### config.mk
export PLATFORM = sky130hd
export DESIGN_NAME = pl_control_mc
export DESIGN_NICKNAME = d
export VERILOG_FILES = /design/src/rtl/pl_control_mc.sv
export SDC_FILE = /design/constraint.sdc
export NUM_CORES = 1
export LEC_CHECK = 0
export ABC_AREA = 1
export BUFFER_PORTS_ARGS = -buffer_cell sky130_fd_sc_hd__buf_2
export CAP_MARGIN = 20
export CORE_MARGIN = 5
export CORE_UTILIZATION = 44
export DETAILED_ROUTE_END_ITERATION = 12
export PLACE_DENSITY = 0.74
export SYNTH_ARGS = -nofsm -noshare
export SYNTH_HDL_FRONTEND = slang
export SYNTH_SLANG_ARGS = --single-unit
### constraint.sdc
create_clock -name clk -period 1.2 [get_ports clk]
set_input_delay 0 -clock clk [delete_from_list [all_inputs] [get_ports clk]]
set_output_delay 0 -clock clk [all_outputs]
set_load 0.1 [all_outputs]
### src/rtl/pl_control_mc.sv
// ID-stage control unit: decodes the IF/ID instruction into a registered ID/EX control word
// and sequences multi-cycle MULT/DIV occupancy by freezing the front end while the unit is busy.
module pl_control_mc #(
    parameter int MUL_LAT  = 4,
    parameter int DIV_LAT  = 8,
    parameter int ALU_OP_W = 2
) (
    input  logic                clk,
    input  logic                rst_n,
    input  logic [5:0]          opcode,
    input  logic [5:0]          funct,
    input  logic                valid_in,
    input  logic                nop,
    input  logic                stall_in,
    input  logic                flush,
    input  logic                clr_exc,
    output logic                jump,
    output logic                branch_eq,
    output logic                branch_ne,
    output logic                alu_src,
    output logic                mem_write,
    output logic                mem_read,
    output logic                mem_to_reg,
    output logic                reg_write,
    output logic                reg_dst,
    output logic [ALU_OP_W-1:0] alu_op,
    output logic                valid_out,
    output logic                mdu_start,
    output logic                stall_out,
    output logic                undefined_instr,
    output logic                exc_sticky,
    output logic                state_dbg,
    output logic [3:0]          cnt_dbg
);

    localparam logic [5:0] OP_RTYPE = 6'h00;
    localparam logic [5:0] OP_J     = 6'h02;
    localparam logic [5:0] OP_BEQ   = 6'h04;
    localparam logic [5:0] OP_BNE   = 6'h05;
    localparam logic [5:0] OP_ADDI  = 6'h08;
    localparam logic [5:0] OP_LW    = 6'h23;
    localparam logic [5:0] OP_SW    = 6'h2B;
    localparam logic [5:0] F_MULT   = 6'h18;
    localparam logic [5:0] F_DIV    = 6'h1A;

    localparam logic [ALU_OP_W-1:0] ALU_ADD = '0;
    localparam logic [ALU_OP_W-1:0] ALU_BR  = ALU_OP_W'(1);
    localparam logic [ALU_OP_W-1:0] ALU_RT  = ALU_OP_W'(2);

    localparam logic [3:0] MUL_CNT = 4'(MUL_LAT - 1);
    localparam logic [3:0] DIV_CNT = 4'(DIV_LAT - 1);

    typedef enum logic {IDLE = 1'b0, BUSY = 1'b1} state_t;

    typedef struct packed {
        logic                jump;
        logic                branch_eq;
        logic                branch_ne;
        logic                alu_src;
        logic                mem_write;
        logic                mem_read;
        logic                mem_to_reg;
        logic                reg_write;
        logic                reg_dst;
        logic [ALU_OP_W-1:0] alu_op;
    } ctrl_t;

    state_t     state;
    logic [3:0] cnt;
    ctrl_t      idex;
    ctrl_t      dec;
    logic       known;
    logic       is_mdu;
    logic [3:0] mdu_cnt;
    logic       accept;

    // Valid semantics: an instruction moves IF/ID -> ID/EX only on accept; valid_out marks a real
    // instruction in ID/EX, and stall_out tells the front end to hold IF/ID while the MDU is busy.
    assign accept = valid_in & ~nop & ~stall_in & ~flush & (state == IDLE);

    always_comb begin
        dec     = '0;
        known   = 1'b1;
        is_mdu  = 1'b0;
        mdu_cnt = (funct == F_DIV) ? DIV_CNT : MUL_CNT;
        case (opcode)
            OP_RTYPE: begin
                dec.alu_op = ALU_RT;
                if (funct == F_MULT || funct == F_DIV) begin
                    is_mdu = 1'b1;
                end else begin
                    dec.reg_dst   = 1'b1;
                    dec.reg_write = 1'b1;
                end
            end
            OP_LW: begin
                dec.alu_src    = 1'b1;
                dec.mem_read   = 1'b1;
                dec.mem_to_reg = 1'b1;
                dec.reg_write  = 1'b1;
                dec.alu_op     = ALU_ADD;
            end
            OP_SW: begin
                dec.alu_src   = 1'b1;
                dec.mem_write = 1'b1;
                dec.alu_op    = ALU_ADD;
            end
            OP_ADDI: begin
                dec.alu_src   = 1'b1;
                dec.reg_write = 1'b1;
                dec.alu_op    = ALU_ADD;
            end
            OP_BEQ: begin
                dec.branch_eq = 1'b1;
                dec.alu_op    = ALU_BR;
            end
            OP_BNE: begin
                dec.branch_ne = 1'b1;
                dec.alu_op    = ALU_BR;
            end
            OP_J:    dec.jump = 1'b1;
            default: known = 1'b0;
        endcase
    end

    always_ff @(posedge clk or negedge rst_n) begin
        if (!rst_n) begin
            idex            <= '0;
            valid_out       <= 1'b0;
            mdu_start       <= 1'b0;
            undefined_instr <= 1'b0;
            exc_sticky      <= 1'b0;
            state           <= IDLE;
            cnt             <= 4'd0;
        end else begin
            if (accept && !known) begin
                exc_sticky <= 1'b1;
            end else if (clr_exc) begin
                exc_sticky <= 1'b0;
            end

            if (flush) begin
                idex            <= '0;
                valid_out       <= 1'b0;
                mdu_start       <= 1'b0;
                undefined_instr <= 1'b0;
                state           <= IDLE;
                cnt             <= 4'd0;
            end else if (!stall_in) begin
                idex            <= '0;
                valid_out       <= 1'b0;
                mdu_start       <= 1'b0;
                undefined_instr <= 1'b0;
                if (accept) begin
                    if (!known) begin
                        undefined_instr <= 1'b1;
                    end else begin
                        idex      <= dec;
                        valid_out <= 1'b1;
                        // A latency of 1 finishes within the accept cycle, so no BUSY phase.
                        if (is_mdu) begin
                            mdu_start <= 1'b1;
                            if (mdu_cnt != 4'd0) begin
                                state <= BUSY;
                                cnt   <= mdu_cnt;
                            end
                        end
                    end
                end else if (state == BUSY) begin
                    cnt <= cnt - 4'd1;
                    if (cnt == 4'd1) state <= IDLE;
                end
            end
        end
    end

    assign jump       = idex.jump;
    assign branch_eq  = idex.branch_eq;
    assign branch_ne  = idex.branch_ne;
    assign alu_src    = idex.alu_src;
    assign mem_write  = idex.mem_write;
    assign mem_read   = idex.mem_read;
    assign mem_to_reg = idex.mem_to_reg;
    assign reg_write  = idex.reg_write;
    assign reg_dst    = idex.reg_dst;
    assign alu_op     = idex.alu_op;
    assign stall_out  = (state == BUSY);
    assign state_dbg  = state;
    assign cnt_dbg    = cnt;

endmodule

# Word level (Yosys, flattened, before mapping)

Cells that the tools add are included.

Register bits after elaboration: 20
Bits in latches: 0
Memory bits (writable): 0
ROM bits: 0
Bits of input ports: 19
Output and inout bits: 21
Memories: 0

$add $sub $neg: 1
$mul: 0
Divide/modulo/power cells: 0
$lt $le $gt $ge: 0
Equality and inequality tests: 13
Shift operators: 0
Muxes and demuxes: 48
Bitwise gates (word level): 8
Reductions and logical operators: 13

Operators with widths:

| kind                                                   | number |
|---|---|
| 2-to-1 mux 11 bit                                      | 4 |
| 2-to-1 mux 1 bit                                       | 32 |
| 2-to-1 mux 4 bit                                       | 7 |
| == test 6 x 3 -> 1 bit (second input constant)         | 2 |
| == test 6 x 5 -> 1 bit (second input constant)         | 2 |
| == test 6 bit (second input constant)                  | 2 |
| OR reduction 7 bit                                     | 1 |
| == test 6 x 2 -> 1 bit (second input constant)         | 1 |
| == test 6 x 4 -> 1 bit (second input constant)         | 1 |
| zero test 6 bit                                        | 1 |
| inequality test 3 bit (second input constant)          | 2 |
| AND reduction 5 bit                                    | 1 |
| AND 1 bit                                              | 4 |
| == test 4 x 1 -> 1 bit (second input constant)         | 1 |
| 2-to-1 mux 2 bit                                       | 2 |
| NOT 1 bit                                              | 4 |
| case mux 2 bit (2 select lines)                        | 1 |
| AND reduction 4 bit                                    | 1 |
| nonzero test 4 bit                                     | 1 |
| OR reduction 2 bit                                     | 2 |
| subtractor 4 x 1 -> 4 bit (second input constant)      | 1 |
| 2-to-1 mux 3 bit                                       | 1 |
| inequality test 3 x 2 -> 1 bit (second input constant) | 1 |
| nonzero test 3 bit                                     | 1 |
| other kinds (7)                                        | 7 |

# Logic depth before layout (Yosys ltp)

Gate-level depths: netlist of run 1.

Word-level depth: 9
Mapped depth: 9
Mapped depth without buffers: 8

# Least setup slack after synthesis of run 1

Ideal clock, no wire load.

Path type: register to register
From: register cnt[0] (netlist: cnt_dbg[0])
To: register cnt[2] (netlist: cnt_dbg[2])
Arrival: 1.842 ns
Setup slack: -0.709 ns
Cell stages (with the launch flop): 9
Buffers on the path: 0
Cells stage by stage: dfrtp_1 -> inv_1 -> ha_1 -> xnor2_1 -> nand2_1 -> nand2_1 -> nor2_1 -> nand4_1 -> nand2_1

Longest elaborated chain between the ends: 5

Ends and longest elaborated chain:

| element                   | RTL line | RTL |
|---|---|---|
| start, declared           | 69       | `logic [3:0] cnt;` |
| start signal, assigned    | 165      | `cnt <= mdu_cnt;` |
| start signal, assigned    | 170      | `cnt <= cnt - 4'd1;` |
| subtractor 4 x 1 -> 4 bit | 170      |  |
| 2-to-1 mux 4 bit          | 169      | `end else if (state == BUSY) begin` |
| 2-to-1 mux 4 bit          | 154      | `if (accept) begin` |
| 2-to-1 mux 4 bit          | 149      | `end else if (!stall_in) begin` |
| 2-to-1 mux 4 bit          | 142      | `if (flush) begin` |

Every way passes these cells. The select of a mux whose other input is x is not followed.
A chain may end at the register's enable or synchronous reset.

# Final worst setup path of run 1

From: input opcode[0]
To: register cnt[0] (netlist: cnt_dbg[0])

Longest elaborated chain between the ends: 5
Elaborated cells between the ends (all ways): 13
Classes of those cells: eq/ne: 8; mux: 2; reduce/logical: 3

Ends and longest elaborated chain:

| element                                        | RTL line | RTL |
|---|---|---|
| start, declared                                | 10       | `input logic [5:0] opcode,` |
| == test 6 x 2 -> 1 bit (tied with other cells) | 86       | `case (opcode)` |
| OR reduction 7 bit (no source line)            | n/a      |  |
| 2-to-1 mux 1 bit                               | 86       |  |
| inequality test 3 bit (no source line)         | n/a      |  |
| AND reduction 5 bit (no source line) (*)       | n/a      |  |

Mark *: on every way between the ends. The rest lies on a longest branch, timed or not.

==> metrics.md, run 1 <==
| Metric | Value |
|---|---|
| Multi-input logic area | 611 µm² |
| Clk sinks | 19 |
| Port bufs | 39 |
| Worst R2R Path Depth | 7 |
| FILL cells | 217 |
| Simple logic cell fraction of the synthesized area | 37.0% |
| Clock transition at path regs | 0.11 ns |
| Layout Cells excl Fill | roughly 220 |
| Shortest period the worst path allows | about 1.3 ns |
| Vias per cell | roughly 5.2 |
| Max rail drop VDD | roughly 1.3 mV |
| Starting density of the core | 46.4% |
| Crit share post-route | 110% |
| # rows | 18 |
| WL final | 3000 µm |
| CTS tree | yes |
| Met2 WL | around 1700 µm |
| GPL Wtd Cong | 0.837 |
| Area contributors post-synth | dfrtp_1 41%, nand2_1 8.2%, nand3_1 7.8% |
| Avg Cell Area, Syn | roughly 8.2 µm² |
| Placed Cells | ~210 |
| # diodes | 0 |
| Worst skew pair latency | roughly 0.29 ns |
| Synthesized cell area | between 1000 and 1500 µm² |
| Clk pwr share | 14.0% |
| Root Driver | clkbuf_4 |
| Violated checks | negative setup slack |
| Final WS setup | -0.115 ns |
| Part of the power in registers | about a third |
| Adder-Cell Fraction of Synth Area | 2.18% |
| Layout Nets | around 220 |
| Critical Path RT | about 1.4 ns |
| Async set-reset flop share out of synthesis | 100% |
| Cell Pwr Density | about 1400 nW/µm² |
| Crit. End Element | flip-flop |
| Yosys cell types | 30 |
| Via count | around 1,200 |
| Initial DRC Count | 26 |
| Slew HR | 67.4% |
| Internal power | ~1.2 mW |
| Die X | ~61 µm |
| Max_cap viols | 0 |
| Ys flop type | dfrtp_1 |
| Max clock buf depth | 2 |
| Most common cell in the netlist | nand2_1 |
| Placed Area | around 1500 µm² |
| Final hold violation count | 0 |
| Clock Skew | between 0.003 and 0.004 ns |
| Grt total ovfl | 0 |
| Minimum hold slack | 0.0488 ns |
| Hold depth | 4 |
| TritonCTS Buffers | 3 |
| WL met3 | approximately 130 µm |
| Final Core Density | 66.0% |
| Largest family of logic cells by synthesized area | simple AND/OR/NAND/NOR gates |
| CP max FO | 7 |
| Worst slack, placed | -0.0720 ns |
| DP HPWL | between 2000 and 2500 µm |
| Warnings, synthesis | 0 |
| DRC | 0 |
| Status | complete, but fails checks |
| Critical Path AT | ~1.5 ns |
| Antenna violations before repair | 0 |
| First-pass GRT wire length | slightly below 5000 µm |
| Top Ports | 40 |
| Post-synthesis sequential area ratio | ~41% |
| H-tree Lvls | 1 |
| Routed Antenna Nets | 0 |
| Synth Area in Compound Gates | under 10% |
| Cell count after synthesis | 140 |
| Syn Nets | 161 |
| Die Span Y | 61.1 µm |
| Met1 wire length | approximately 1200 µm |
| Post-synthesis xor/xnor area fraction | 0.763% |
| Pin count of the biggest net entering global routing | 20 |
| Power share of the combinational group | 51.8% |
| Cell taking the most area after synthesis | dfrtp_1 |
| Die area | about 3700 µm² |
| Drt pass-1 iters | 4 |
| Commonest cells post-synth | 25 x nand2_1, 19 x dfrtp_1, 18 x nand3_1 |
| Gr usage total | 17.4% |
| Avg WL per Cell | 13.4 µm |
| Max FFs per register | 4 |
| Min-delay worst type | in -> reg |
| Vias in the first global route | about 1,100 |
| Critical path class | in -> reg |
| Core Region | about 2500 µm² |
| Synth-to-Final Area Change | 42.3% |
| Post-route cell area | 1630 µm² |
| EDFF count, synth | 0 |
| Slew Limit Fails | 0 |
| Layout cells sized above 1 | a little under half |
| Area fraction of the dominant cell type after synthesis | 41.4% |
| Slew at the pin closest to its max-slew limit | between 0.4 and 0.5 ns |
| #FFs+latches synth | 19 |
| Pleak | roughly 0.85 nW |
| Sw frac | 45.9% |
| Top Metal Used | met4 |
| Post-synthesis mux area share | 0% |
| Final setup fails | 10 |
| FF/Latch Area | around 500 µm² |
| Highest Clock Rate | approximately 760 MHz |
| Switching power | 1.03 mW |
| RSZ-0062 raised after global routing | yes |
| CP startpoint kind | input port |
power groups by stage:
| stage | combinational (mW) | clock, mW | sequential [mW] |
|---|---|---|---|
| 6_report | 1.16 | 0.315 | 0.767 |
| 5_1_grt | 1.24 | 0.374 | 0.776 |
| 4_1_cts | 1.15 | 0.334 | 0.768 |
| 3_5_place_dp | 1.14 | 0 | 0.781 |
| 3_3_place_gp | 1.11 | 0 | 0.774 |
| 2_1_floorplan | 0.345 | 0 | 1.19 |
logic make-up after synthesis:
family	count (synthesis)
adders and majority gates	2
xor gates and xnor gates	1
buffers and inverters	24
AOI/OAI and AO/OA	17
and+or+nand+nor	77
DFF	19
layout by cell type, fill, tap and decap left out, types with 3 or more instances in the layout:
cell,synthesis,routed
a21oi_1,3,3
a32o_1,3,3
buf_12,0,4
buf_2,1,35
buf_4,2,11
clkbuf_4,0,3
dfrtp_1,19,7
dfrtp_2,0,9
dfrtp_4,0,3
dlygate4sd3_1,0,4
inv_1,17,15
inv_2,2,4
nand2_1,25,22
nand2_2,2,5
nand3_1,18,18
nand4_1,5,5
nor2_1,12,11
nor2_4,2,3
o21ai_0,7,3
o21ai_1,2,3
o21ai_2,1,4
critical path, cell delays in order:
cell,delay [ns]
buf_2,0.11
dlygate4sd3_1,0.58
inv_1,0.09
nand3_1,0.17
nand2_2,0.12
inv_1,0.07
nand4_4,0.13
nand3_4,0.10
nand2_1,0.08
nand2_1,0.05
per-stage QoR:
| step | TNS [ns] | total power [mW] |
|---|---|---|
| after detailed placement | -0.531 | 1.92 |
| after floorplan | -1.82 | 1.54 |
| final | -0.733 | 2.24 |
| after global routing | -1.80 | 2.39 |
| after global placement | -0.149 | 1.88 |
| after CTS | -0.726 | 2.25 |
worst paths after layout:
path | from | to | slack (ns)
min in group asynchronous | rst_n | cnt_dbg[1]$_DFFE_PN0P_ | 0.18
max reg2reg | stall_out$_DFFE_PN0P_ | cnt_dbg[0]$_DFFE_PN0P_ | -0.10
max | opcode[0] | cnt_dbg[0]$_DFFE_PN0P_ | -0.11
min reg2reg | undefined_instr$_DFFE_PN0P_ | undefined_instr$_DFFE_PN0P_ | 0.52
max in group asynchronous | rst_n | stall_out$_DFFE_PN0P_ | 0.67
min | opcode[3] | mem_read$_DFFE_PN0P_ | 0.05
routing by layer:
layer	vias to the layer above	GRT usage (%)
met3	2	2.52
met4	0	2.79
met5	-	0
met2	26	31.7
met1	562	22.1
li1	577	-
cell type report:
type	instances	share of cell area [%]
clock buffers	3	1.38
clock inverters	1	0.306
inverters	19	4.36
multi-input cells	97	37.4
flip-flops and latches	19	30.5
well taps	30	2.30
repair buffers	55	23.8
repair_timing:
item | CTS | global route
hold buffers | 4 | 0
hold endpoints to repair | 23 | 0
pin swaps | 1 | 4
endpoints found under the setup margin | 14 | 19
buffers inserted | 1 | 1
gates resized for setup | 0 | 16
Note: power is estimated with default switching activity, not from simulation.
==> run 2: changes to the inputs <==
--- a/config.mk
+++ b/config.mk
@@ -5,13 +5,13 @@
 export SDC_FILE = /design/constraint.sdc
 export NUM_CORES = 1
 export LEC_CHECK = 0
-export ABC_AREA = 1
 export BUFFER_PORTS_ARGS = -buffer_cell sky130_fd_sc_hd__buf_2
 export CAP_MARGIN = 20
 export CORE_MARGIN = 5
-export CORE_UTILIZATION = 44
+export CORE_UTILIZATION = 43
 export DETAILED_ROUTE_END_ITERATION = 12
 export PLACE_DENSITY = 0.74
+export SKIP_LAST_GASP = 1
 export SYNTH_ARGS = -nofsm -noshare
 export SYNTH_HDL_FRONTEND = slang
 export SYNTH_SLANG_ARGS = --single-unit
==> metrics.md, run 2 <==
| Metric | Value |
|---|---|
| H-tree Lvls | 1 |
| Shortest period the worst path allows | about 1.7 ns |
| GPL Wtd Cong | 0.865 |
| Cell taking the most area after synthesis | dfrtp_1 |
| RSZ-0062 raised after global routing | yes |
| Worst skew pair latency | 0.31 ns |
| Syn Nets | 123 |
| Synthesized cell area | 1090 µm² |
| TritonCTS Buffers | 3 |
| Max_cap viols | 0 |
| Final WS setup | -0.538 ns |
| Post-synthesis sequential area ratio | 43.7% |
| Ys flop type | dfrtp_1 |
| Vias per cell | roughly 5.5 |
| Port bufs | 39 |
| Warnings, synthesis | 0 |
| Worst slack, placed | -0.534 ns |
| Most common cell in the netlist | dfrtp_1 |
| Met1 wire length | 1250 µm |
| Commonest cells post-synth | 19 x dfrtp_1, 8 x nand2_1, 7 x a22o_1 |
| Final Core Density | between 60 and 70% |
| CP startpoint kind | flip-flop |
| Core Region | roughly 2500 µm² |
| Routed Antenna Nets | 0 |
| Final setup fails | 18 |
| Critical Path RT | 1.39 ns |
| FF/Latch Area | approximately 480 µm² |
| Status | complete, but fails checks |
| Cell count after synthesis | just over 100 |
| Vias in the first global route | roughly 1,100 |
| Max rail drop VDD | 0.775 mV |
| Clock Skew | 0.00694 ns |
| Via count | ~1,100 |
| Gr usage total | 18.2% |
| Slew Limit Fails | 0 |
| Synth-to-Final Area Change | 45.2% |
| Total Power | ~1.5 mW |
| Cell Pwr Density | around 960 nW/µm² |
| Violated checks | negative setup slack |
| Met2 WL | about 1400 µm |
| Pleak | roughly 0.81 nW |
| Grt total ovfl | 0 |
| # rows | 18 |
| CP max FO | 8 |
| CTS tree | yes |
| WL met3 | 167 µm |
| Placed Area | 1490 µm² |
| Most common cell after layout, fill and taps aside | buf_2 |
| Final hold violation count | 0 |
| Placed Cells | roughly 180 |
| DP HPWL | approximately 2200 µm |
| Root Driver | clkbuf_4 |
| Max FFs per register | 4 |
| Clock transition at path regs | between 0.1 and 0.15 ns |
| First-pass GRT wire length | a little under 5000 µm |
| Die area | approximately 3600 µm² |
| Clk sinks | 19 |
| Yosys cell types | between 40 and 50 |
| Slew HR | between 60% and 70% |
| Final TNS setup | -7.90 ns |
| Layout Cells excl Fill | approximately 190 |
| Crit. End Element | flip-flop |
| Internal reg-to-reg setup slack | -0.54 ns |
| Layout cells sized above 1 | 49.7% |
| Max clock buf depth | 2 |
| Top Ports | 40 |
| Post-CTS setup repair buffer count | 0 |
| Drt pass-1 iters | 4 |
| Area contributors post-synth | dfrtp_1 44%, nor4_4 5.9%, a22o_1 5.6% |
| DRC | 0 |
| Avg Cell Area, Syn | about 11 µm² |
| Starting density of the core | 44.3% |
| Critical path class | reg -> reg |
| #FFs+latches synth | 19 |
| Slew at the pin closest to its max-slew limit | around 0.48 ns |
| Layout Nets | 183 |
| Min-delay worst type | in -> reg |
| Multi-input logic area | between 500 and 600 µm² |
| Pin count of the biggest net entering global routing | 20 |
| WL final | roughly 3000 µm |
| # diodes | 0 |
| Die Span Y | approximately 60 µm |
| Post-route cell area | around 1600 µm² |
| Top Metal Used | met4 |
| Crit share post-route | 145% |
| Antenna violations before repair | 0 |
| Critical Path AT | around 1.9 ns |
| Minimum hold slack | between 0.01 and 0.015 ns |
| Async set-reset flop share out of synthesis | 100% |
| FILL cells | between 150 and 200 |
| Highest Clock Rate | 575 MHz |
| EDFF count, synth | 0 |
| Initial DRC Count | 34 |
| Die X | a little over 60 µm |
| Avg WL per Cell | about 15 µm |
| Commonest non-fill, non-tap cells in the layout | 33 x buf_2, 22 x buf_4, 15 x dfrtp_1, 8 x nand2_1, 7 x a22o_1 |
| Area fraction of the dominant cell type after synthesis | 43.7% |
==> run 2: cell types whose count changed in the layout (fill, tap and decap cells not counted), moves of 4 or more <==
cell / delta
nand2_1: -14
nand4_1: -4
buf_4: +11
inv_1: -10
nand3_1: -17
nand2_2: -5
inv_2: -4
o21ai_2: -4
a22o_1: +7
dfrtp_1: +8
nor2_1: -9
dfrtp_2: -6
==> run 2: metal layers <==
metal	vias to the layer above	GRT usage (%)
met2	43	30.2
met1	501	22.6
met4	0	9.49
met5	-	0
li1	504	-
met3	9	2.81
==> run 2: area by class of cell <==
type / instances / area share (%)
Clock buffer: 4 / 1.66
Sequential cell: 19 / 30.6
Timing Repair Buffer: 63 / 27.8
Inverter: 5 / 1.19
Multi-Input combinational cell: 70 / 36.4
Tap cell: 30 / 2.38
==> run 2: worst paths after layout <==
check / to / startpoint / cells past startpoint
worst max-delay path: cnt_dbg[2]$_DFFE_PN0P_ / stall_out$_DFFE_PN0P_ / 4
worst min register to register: alu_op[0]$_DFFE_PN0P_ / alu_op[0]$_DFFE_PN0P_ / 1
worst max register to register: cnt_dbg[2]$_DFFE_PN0P_ / stall_out$_DFFE_PN0P_ / 4
min in group asynchronous: reg_dst$_DFFE_PN0P_ / rst_n / 2
max in group asynchronous: stall_out$_DFFE_PN0P_ / rst_n / 2
worst min-delay path: exc_sticky$_DFFE_PN0P_ / clr_exc / 4
==> run 2: worst max-delay path: stages (launching register included) <==
cell and delay, ns:
dfrtp_4 0.49, or4b_4 0.49, buf_6 0.16, nor4_1 0.33
o22ai_1 0.14
==> run 2: cells by family (layout without fill, tap and decap cells) <==
family          Yosys count  after routing  share of synthesized area (%)
compound gates           27             27                           18.5
fa+ha+maj                 2              2                           2.30
buf+inv                  13             72                           6.09
flops                    19             19                           43.7
mux                       2              2                           2.41
simple gates             39             39                           27.0
==> run 2: where the power goes <==
part	internal, mW	switching [mW]
registers	0.662	0.0142
clock network	0.130	0.219
logic	0.174	0.314
total	0.967	0.547
==> run 2: timing repair <==
| action | 4_1_cts | 5_1_grt |
|---|---|---|
| pin swaps | 2 | 1 |
| hold buffers | 3 | 0 |
| resized for setup | 9 | 1 |
| setup endpoints to repair | 21 | 20 |
| endpoints found under the hold margin | 22 | 0 |
==> run 3: changes to the inputs <==
--- a/config.mk
+++ b/config.mk
@@ -8,9 +8,9 @@
 export BUFFER_PORTS_ARGS = -buffer_cell sky130_fd_sc_hd__buf_2
 export CAP_MARGIN = 20
 export CORE_MARGIN = 5
-export CORE_UTILIZATION = 43
+export CORE_UTILIZATION = 48
 export DETAILED_ROUTE_END_ITERATION = 12
-export PLACE_DENSITY = 0.74
+export PLACE_DENSITY = 0.78
 export SKIP_LAST_GASP = 1
 export SYNTH_ARGS = -nofsm -noshare
 export SYNTH_HDL_FRONTEND = slang
==> constraint.sdc (replaced) <==
create_clock -name clk -period 1.6 [get_ports clk]
set_input_delay 0 -clock clk [delete_from_list [all_inputs] [get_ports clk]]
set_output_delay 0 -clock clk [all_outputs]
set_load 0.1 [all_outputs]
==> metrics.md, run 3 (synthesized netlist as in run 2, its figures left out) <==
| Metric | Value |
|---|---|
| Slew HR | about 68% |
| Placed Cells | around 180 |
| Post-route cell area | approximately 1500 µm² |
| Crit share post-route | 111% |
| Pleak | about 0.77 nW |
| Core Region | 2190 µm² |
| Max_cap viols | 0 |
| RSZ-0062 raised after global routing | yes |
| Critical Path RT | roughly 1.8 ns |
| Clock Skew | between 0.0009 and 0.001 ns |
| Min-delay worst type | in -> reg |
| Clock transition at path regs | around 0.10 ns |
| H-tree Lvls | 1 |
| Multi-input logic area | 584 µm² |
| Critical Path AT | about 2.0 ns |
| Most common cell after layout, fill and taps aside | buf_2 |
| Root Driver | clkbuf_4 |
| Hold depth | 4 |
| Layout cells sized above 1 | approximately 50% |
| # diodes | 0 |
| Via count | about 1,100 |
| Final Core Density | around two thirds |
| Sw frac | between 30% and 40% |
| Routed Antenna Nets | 0 |
| CP startpoint kind | flip-flop |
| WL final | slightly below 3000 µm |
| Slew Limit Fails | 0 |
| Die area | 3320 µm² |
| Minimum hold slack | roughly 0.035 ns |
| Switching power | just under 0.4 mW |
| Vias per cell | between 5 and 6 |
| Port bufs | 39 |
| Status | complete, but fails checks |
| Starting density of the core | about 50% |
| FILL cells | ~160 |
| Commonest non-fill, non-tap cells in the layout | 39 x buf_2, 16 x dfrtp_1, 14 x buf_4, 8 x nand2_1, 7 x a22o_1 |
| Final setup fails | 16 |
| Final hold violation count | 0 |
| Final WS setup | -0.173 ns |
| Drt pass-1 iters | 4 |
| Antenna violations before repair | 0 |
| Pin count of the biggest net entering global routing | 20 |
| Grt total ovfl | 0 |
| # rows | 17 |
| Layout Cells excl Fill | around 180 |
| Shortest period the worst path allows | 1.77 ns |
| CP max FO | 4 |
| DP HPWL | about 2100 µm |
| Avg WL per Cell | roughly 16 µm |
| CTS tree | yes |
| Layout Nets | between 150 and 200 |
| Top Ports | 40 |
| Cell Pwr Density | 722 nW/µm² |
| Power share of the combinational group | between 20% and 30% |
| Max FFs per register | 4 |
| FF/Latch Area | ~480 µm² |
| Worst R2R Path Depth | 5 |
| Max rail drop VDD | approximately 0.59 mV |
| Max clock buf depth | 2 |
| Critical path class | reg -> reg |
| Part of the power in registers | between 40 and 50% |
| Clk pwr share | between 20 and 25% |
| GPL Wtd Cong | ~0.81 |
| Placed Area | 1400 µm² |
| Internal power | between 0.6 and 0.7 mW |
| Initial DRC Count | 21 |
| Highest Clock Rate | ~560 MHz |
| Synth-to-Final Area Change | 36.9% |
| Worst skew pair latency | roughly 0.29 ns |
| First-pass GRT wire length | approximately 4700 µm |
| TritonCTS Buffers | 3 |
| Clk sinks | 19 |
| DRC | 0 |
| Internal reg-to-reg setup slack | -0.17 ns |
| Gr usage total | a little under a fifth |
| Vias in the first global route | ~1,100 |
| Crit. End Element | flip-flop |
| Die X | between 50 and 60 µm |
| Die Span Y | 57.6 µm |
| Violated checks | negative setup slack |
| Slew at the pin closest to its max-slew limit | 0.489 ns |
-- run 3: layer usage --
metal / vias up / wire (µm) / GRT usage [%]
li1: 492 / - / -
met1: 498 / 1200 / 23.0
met2: 53 / 1450 / 30.2
met3: 7 / 225 / 3.56
met4: 0 / 48 / 6.62
met5: - / 0 / 0
-- run 3: worst paths after layout --
path,startpoint,to
worst min-delay path,clr_exc,exc_sticky$_DFFE_PN0P_
worst max register to register,stall_out$_DFFE_PN0P_,mem_write$_DFFE_PN0P_
worst max-delay path,stall_out$_DFFE_PN0P_,mem_write$_DFFE_PN0P_
min in group asynchronous,rst_n,mdu_start$_DFFE_PN0P_
max in group asynchronous,rst_n,stall_out$_DFFE_PN0P_
worst min register to register,alu_op[0]$_DFFE_PN0P_,alu_op[0]$_DFFE_PN0P_
-- run 3: repair_timing --
item / 4_1_cts / 5_1_grt
hold buffers: 1 / 0
endpoints found under the hold margin: 19 / 0
pin swaps: 6 / 4
resized for setup: 7 / 4
setup buffers: 0 / 3
setup endpoints to repair: 17 / 17
-- run 3: through the flow --
| step | TNS [ns] | setup WS (ns) | total power [mW] |
|---|---|---|---|
| 2_1_floorplan | -2.53 | -0.282 | 0.730 |
| 3_3_place_gp | -1.09 | -0.120 | 0.819 |
| 3_5_place_dp | -1.70 | -0.175 | 0.825 |
| 4_1_cts | -0.999 | -0.120 | 1.07 |
| 5_1_grt | -2.15 | -0.209 | 1.12 |
| 6_report | -1.40 | -0.173 | 1.08 |
-- run 3: power groups by stage --
| stage | Clock [mW] | Combinational (mW) | Sequential (mW) |
|---|---|---|---|
| global placement | 0 | 0.300 | 0.519 |
| global route | 0.262 | 0.342 | 0.516 |
| CTS | 0.241 | 0.313 | 0.512 |
| floorplan | 0 | 0.0984 | 0.632 |
| detailed placement | 0 | 0.304 | 0.521 |
| finish | 0.241 | 0.321 | 0.513 |
-- run 3: critical path, stage by stage, from the launching register on --
cell and delay (ns):
dfrtp_4 0.48, or4b_4 0.52, buf_6 0.16, nor4_4 0.15, nand4_1 0.18, o21ai_1 0.20
-- run 3: final cells by class --
type	count	area share, %
Inverter	5	1.26
Multi-Input combinational cell	70	39.2
Tap cell	28	2.35
Sequential cell	19	32.3
Timing Repair Buffer	57	23.1
Clock buffer	4	1.76
